$ cat src/rtl/i2c_reg_ctrl.sv
// rtl/i2c_reg_ctrl.sv - register read/write sequencer driving an I2C byte shift engine
// Optional build macro: I2C_TIMEOUT_EN (per-transfer watchdog, adds TIMEOUT_CYCLES parameter)
module i2c_reg_ctrl #(
  parameter logic [5:0] CMD_WR_STA  = 6'd0,
  parameter logic [5:0] CMD_WR      = 6'd2,
  parameter logic [5:0] CMD_RD_NACK = 6'd6,
  parameter logic [5:0] CMD_STO     = 6'd3
`ifdef I2C_TIMEOUT_EN
  , parameter int unsigned TIMEOUT_CYCLES = 65535
`endif
) (
  input  logic       clk,
  input  logic       rst_n,
  input  logic       req,
  input  logic       rw,
  input  logic [6:0] dev_addr,
  input  logic [7:0] reg_addr,
  input  logic [7:0] wdata,
  output logic       busy,
  output logic       done,
  output logic       err,
  output logic [7:0] rdata,
  output logic       sh_go,
  output logic [5:0] sh_cmd,
  output logic [7:0] sh_data_tx,
  input  logic       sh_trans_done,
  input  logic       sh_ack,
  input  logic [7:0] sh_data_rx
);

  typedef enum logic [2:0] {
    S_IDLE,
    S_DEV_W,
    S_REG,
    S_WDATA,
    S_DEV_R,
    S_RDATA,
    S_STOP,
    S_FIN
  } state_t;

  state_t     state;
  state_t     ok_next;
  logic       issued;     // 0: step not yet sent to engine, 1: ISSUE/WAIT phase
  logic       rw_q;
  logic [6:0] dev_q;
  logic [7:0] reg_q;
  logic [7:0] wdata_q;
  logic       err_r;      // sticky NACK/timeout flag for the current request
  logic [5:0] step_cmd;
  logic [7:0] step_data;

`ifdef I2C_TIMEOUT_EN
  localparam logic [15:0] TO_LAST = 16'(TIMEOUT_CYCLES - 1);
  logic [15:0] to_cnt;
`endif

  // Engine command and byte belonging to the current step
  always_comb begin
    step_cmd  = CMD_STO;
    step_data = 8'h00;
    case (state)
      S_DEV_W: begin
        step_cmd  = CMD_WR_STA;
        step_data = {dev_q, 1'b0};
      end
      S_REG: begin
        step_cmd  = CMD_WR;
        step_data = reg_q;
      end
      S_WDATA: begin
        step_cmd  = CMD_WR;
        step_data = wdata_q;
      end
      S_DEV_R: begin
        step_cmd  = CMD_WR_STA;
        step_data = {dev_q, 1'b1};
      end
      S_RDATA: begin
        step_cmd  = CMD_RD_NACK;
        step_data = 8'hFF;
      end
      default: begin
        step_cmd  = CMD_STO;
        step_data = 8'h00;
      end
    endcase
  end

  // Successor step when the current byte completed with ACK
  always_comb begin
    ok_next = S_STOP;
    case (state)
      S_DEV_W: ok_next = S_REG;
      S_REG:   ok_next = rw_q ? S_DEV_R : S_WDATA;
      S_WDATA: ok_next = S_STOP;
      S_DEV_R: ok_next = S_RDATA;
      S_RDATA: ok_next = S_STOP;
      S_STOP:  ok_next = S_FIN;
      default: ok_next = S_STOP;
    endcase
  end

  // Sequencer FSM with registered host and engine outputs
  always_ff @(posedge clk or negedge rst_n) begin
    if (!rst_n) begin
      state      <= S_IDLE;
      issued     <= 1'b0;
      rw_q       <= 1'b0;
      dev_q      <= 7'd0;
      reg_q      <= 8'd0;
      wdata_q    <= 8'd0;
      err_r      <= 1'b0;
      busy       <= 1'b0;
      done       <= 1'b0;
      err        <= 1'b0;
      rdata      <= 8'd0;
      sh_go      <= 1'b0;
      sh_cmd     <= 6'd0;
      sh_data_tx <= 8'd0;
`ifdef I2C_TIMEOUT_EN
      to_cnt     <= 16'd0;
`endif
    end else begin
      sh_go <= 1'b0;
      done  <= 1'b0;
      case (state)
        S_IDLE: begin
          if (req) begin
            rw_q    <= rw;
            dev_q   <= dev_addr;
            reg_q   <= reg_addr;
            wdata_q <= wdata;
            err_r   <= 1'b0;
            err     <= 1'b0;
            busy    <= 1'b1;
            issued  <= 1'b0;
            state   <= S_DEV_W;
          end
        end
        S_FIN: begin
          state <= S_IDLE;
        end
        default: begin
          if (!issued) begin
            // Present the step to the engine; cmd/data stay put until the next step
            sh_go      <= 1'b1;
            sh_cmd     <= step_cmd;
            sh_data_tx <= step_data;
            issued     <= 1'b1;
`ifdef I2C_TIMEOUT_EN
            to_cnt     <= 16'd0;
`endif
          end else if (sh_trans_done) begin
            issued <= 1'b0;
            if (state == S_STOP) begin
              state <= S_FIN;
              busy  <= 1'b0;
              done  <= 1'b1;
              err   <= err_r;
            end else if (state == S_RDATA) begin
              // Read byte is taken regardless of the ack bit, which we drove as NACK
              rdata <= sh_data_rx;
              state <= S_STOP;
            end else if (sh_ack) begin
              // Slave refused: still release the bus with a STOP
              err_r <= 1'b1;
              state <= S_STOP;
            end else begin
              state <= ok_next;
            end
          end
`ifdef I2C_TIMEOUT_EN
          else if (to_cnt == TO_LAST) begin
            // Engine is unresponsive; a STOP would hang the same way, so finish now
            issued <= 1'b0;
            err_r  <= 1'b1;
            err    <= 1'b1;
            busy   <= 1'b0;
            done   <= 1'b1;
            state  <= S_FIN;
          end else begin
            to_cnt <= to_cnt + 16'd1;
          end
`endif
        end
      endcase
    end
  end

endmodule

$ cat config.mk
export PLATFORM = sky130hd
export DESIGN_NAME = i2c_reg_ctrl
export DESIGN_NICKNAME = d
export VERILOG_FILES = /design/src/rtl/i2c_reg_ctrl.sv
export SDC_FILE = /design/constraint.sdc
export NUM_CORES = 1
export LEC_CHECK = 0
export CAP_MARGIN = 0
export CORE_ASPECT_RATIO = 1.25
export CORE_MARGIN = 4
export CORE_UTILIZATION = 37
export CTS_CLUSTER_DIAMETER = 40
export DETAILED_ROUTE_END_ITERATION = 8
export SYNTH_ARGS = -nofsm -noshare
export SYNTH_HDL_FRONTEND = slang
export SYNTH_SLANG_ARGS = --single-unit
$ cat constraint.sdc
create_clock -name clk -period 2.1 [get_ports clk]
set_clock_uncertainty 0.15 [all_clocks]
set_input_delay 0.21 -clock clk [delete_from_list [all_inputs] [get_ports clk]]
set_output_delay 0.21 -clock clk [all_outputs]
set_load 0.02 [all_outputs]
==> summary.txt <==
====================================================================================
Drc violations                                                                     0
Number of fill cells                                                             586
Post-synthesis instance area                                            0.00249 mm^2
Non-Filler Instances                                                             361
Kind of critical path                                                        reg2reg
Sequential element share of the synthesized area                               0.523
Reg2reg path depth                                                                 5
Synth warn                                                                         0
Minimum period implied by the final worst setup slack                        1870 ps
Critical path cell sequence                                             buf_4 -> buf_4 -> nor3_2 -> a222oi_1 -> mux2i_1
Maximum vdd drop                                                              674 uV
Number of maximum-capacitance constraint violations                                0
Weighted congestion at the end of routability-driven global placement          0.832
Boundary Pins                                                                     63
Clock Pin Slew Worst Setup and Hold Paths                                      90 ps
Classification of the worst-slack hold path                                 in2async
Critical path data required time                                             2180 ps
Library cell with the highest instance count after synthesis            sky130_fd_sc_hd__dfrtp_1
Hold Violations, Final                                                             0
Routed wirelength normalized by instance count                               14.9 um
Antenna violations before repair                                                   0
Longest Clk Path Bufs                                                              2
Overflow after GRT                                                                 0
Maximum fanout count along the critical path                                       8
Most frequent cells after synthesis                                     52 x sky130_fd_sc_hd__dfrtp_1, 34 x sky130_fd_sc_hd__mux2_2, 19 x sky130_fd_sc_hd__o21ai_0
Die outline area                                                        0.00811 mm^2
Post-placement cell count                                                        353
Finish-stage setup viols                                                           0
1st-pass router iterations                                                         4
Synthesized-area fraction occupied by ao, oa, aoi and oai cells                0.133
Worst setup EP type                                                         register
Clk Latency, worst-skew pair                                                  300 ps
Vias/cell                                                                       5.10
Syn-to-layout area delta                                                       33.8%
Synthesized-area fraction occupied by and/or/nand/nor cells                    0.101
Core ar.                                                                0.00657 mm^2
Number of storage elements in the synthesis netlist                               52
Via count of the first global-routing pass                                      1930
Power density over the cells                                            1540 mW/mm^2
Static leakage                                                               1.37 nW
Largest family of logic cells by synthesized area                       multiplexers
Global-route wire length before repair                                       9090 um
Synth area leader                                                       sky130_fd_sc_hd__dfrtp_1
Vertical die dimension                                                       99.7 um
Overall routing resource usage                                                 0.144
Largest net degree at the start of global routing                                 32
HPWL Detailed                                                                3900 um
Final WL                                                                     5360 um
Number of flops mapped to enable cells by yosys                                    0
Unrepaired setup endpoints after global routing                                   no
Row count                                                                         33
Post-synthesis adder-cell area fraction                                            0
Number of inserted diodes                                                          0
Post-CTS setup buffer count                                                        0
Period Utilization, post-route                                                 0.888
Critical-path cell with the highest stage delay                         sky130_fd_sc_hd__dfrtp_1
Top cells by area, synth                                                sky130_fd_sc_hd__dfrtp_1 52%, sky130_fd_sc_hd__mux2_2 15%, sky130_fd_sc_hd__o21ai_0 3.8%, sky130_fd_sc_hd__mux2i_1 3.2%, sky130_fd_sc_hd__nand2b_1 2.8%
CP Data Arrival Time                                                         1940 ps
Gate count after technology mapping                                              211
Layout cell share with drive strength beyond 1                                 0.219
Share of the synthesized netlist area taken by xor and xnor gates            0.00352
CTS tree                                                                         yes
Htree depth                                                                        2
Result of the run                                                       finished clean
TritonCTS Sinks                                                                   52
Most prevalent standard cell on the critical path                       sky130_fd_sc_hd__buf_4
Summed negative setup slack over all endpoints                                  0 ps
Tightest slew margin relative to the limit                                     0.602
Layout net count                                                                 311
Post-synthesis cell type count                                                    39
Number of gates resized after cts                                                  0
Predominant post-synthesis flop cell                                    sky130_fd_sc_hd__dfrtp_1
Initial Util                                                                   0.379
Category of the worst setup path launch point                               register
Async S/R FF share, synth                                                       1.00
Number of buffers added on ports                                                  59
Min Hold Slack                                                                291 ps
Max Freq                                                                     536 MHz
Drt initial violations                                                           159
Post-Route Utilization                                                         0.507
Number of hold-repair buffers added at the cts stage                               1
Area fraction of the dominant cell type after synthesis                        0.523
Mux cell area share after synthesis                                            0.186
Die width                                                                    81.4 um
Measured slew at the worst slew-check pin                                     598 ps
Clock buffer count from CTS                                                        5
Largest stage delay on the critical path                                      500 ps
Total vias in the final route                                                   1842
Average cell area after synthesis                                          11.8 um^2
Residual antenna-violating net count after detailed routing                        0
Number of max-slew violations in the final report                                  0
Buffer cell driving the clock tree root                                 sky130_fd_sc_hd__clkbuf_8
====================================================================================
-- placed cells by master (no fill, tap or decap), types with 2 or more instances in the layout --
| master | n |
|---|---|
| sky130_fd_sc_hd__a211oi_1 | 2 |
| sky130_fd_sc_hd__a21oi_1 | 5 |
| sky130_fd_sc_hd__a222oi_1 | 6 |
| sky130_fd_sc_hd__a31oi_1 | 3 |
| sky130_fd_sc_hd__and2_1 | 2 |
| sky130_fd_sc_hd__buf_12 | 2 |
| sky130_fd_sc_hd__buf_4 | 10 |
| sky130_fd_sc_hd__bufinv_16 | 2 |
| sky130_fd_sc_hd__clkbuf_8 | 5 |
| sky130_fd_sc_hd__clkdlybuf4s50_1 | 58 |
| sky130_fd_sc_hd__conb_1 | 3 |
| sky130_fd_sc_hd__dfrtp_1 | 52 |
| sky130_fd_sc_hd__inv_1 | 4 |
| sky130_fd_sc_hd__mux2_2 | 34 |
| sky130_fd_sc_hd__mux2i_1 | 8 |
| sky130_fd_sc_hd__nand2_1 | 11 |
| sky130_fd_sc_hd__nand2b_1 | 11 |
| sky130_fd_sc_hd__nand3_1 | 2 |
| sky130_fd_sc_hd__nor2_1 | 8 |
| sky130_fd_sc_hd__nor3_1 | 2 |
| sky130_fd_sc_hd__o21ai_0 | 19 |
| sky130_fd_sc_hd__o32ai_1 | 6 |
-- path summary, 6_finish.rpt --
| path | from | to | slack [ps] |
|---|---|---|---|
| worst min register to register | rdata[6] | rdata[6] | 360 |
| min in group clk | rdata[6] | rdata[6] | 360 |
| max in group asynchronous | rst_n | wdata_q[4] | 960 |
| worst min-delay path | rst_n | rdata[6] | 290 |
| worst max-delay path | state[0] | sh_data_tx[1] | 230 |
| worst max register to register | state[0] | sh_data_tx[1] | 230 |
-- cell type report --
| type | count | area, um^2 | area share |
|---|---|---|---|
| clock buffer | 5 | 68.8 | 0.0207 |
| clock inverter | 2 | 60.1 | 0.0180 |
| inverter | 4 | 15.0 | 0.00451 |
| multi-input combinational | 139 | 1070 | 0.320 |
| sequential | 52 | 1300 | 0.391 |
| tap | 87 | 109 | 0.0327 |
| timing repair buffer | 72 | 711 | 0.213 |
-- flip-flops by register name, indices dropped and copies added, names as in the netlist --
name and flops:
busy 1, dev_q 7, done 1, err 1, err_r 1, issued 1, rdata 8, reg_q 8
rw_q 1, sh_cmd 3, sh_data_tx 8, sh_go 1, state 3, wdata_q 8
-- routing by layer --
metal  wire, um  global-route usage
met1       2250               0.182
met2       2650               0.235
met3        333              0.0272
met4        132              0.0650
met5          0                   0
-- critical path: cells and delay by family (launching register included) --
kind | cells | cell delay (ps)
AO/OA/AOI/OAI | 1 | 170
AND/OR/NAND/NOR | 1 | 420
flip-flops | 1 | 500
buffers and inverters | 2 | 370
multiplexers | 1 | 170
-- per-stage QoR --
step,power (mW),worst slack [ps],instance area (um^2)
floorplan,3.49,367,2500
global placement,4.35,64.2,3190
detailed placement,4.40,5.95,3190
CTS,5.20,218,3330
global route,5.54,130,3330
finish,5.14,234,3330
-- power breakdown --
group / total (mW) / leakage [nW] / internal (mW) / switching [mW]
Sequential: 1.85 / 0.620 / 1.50 / 0.352
Clock: 0.786 / 0.0642 / 0.469 / 0.317
Combinational: 2.50 / 0.685 / 1.30 / 1.20
-- logic make-up after synthesis --
group           Yosys count
other cells               1
flops                    52
compound gates           49
xor+xnor                  1
simple gates             44
buf+inv                  22
mux                      42
Power figures use the tool's default switching activity.
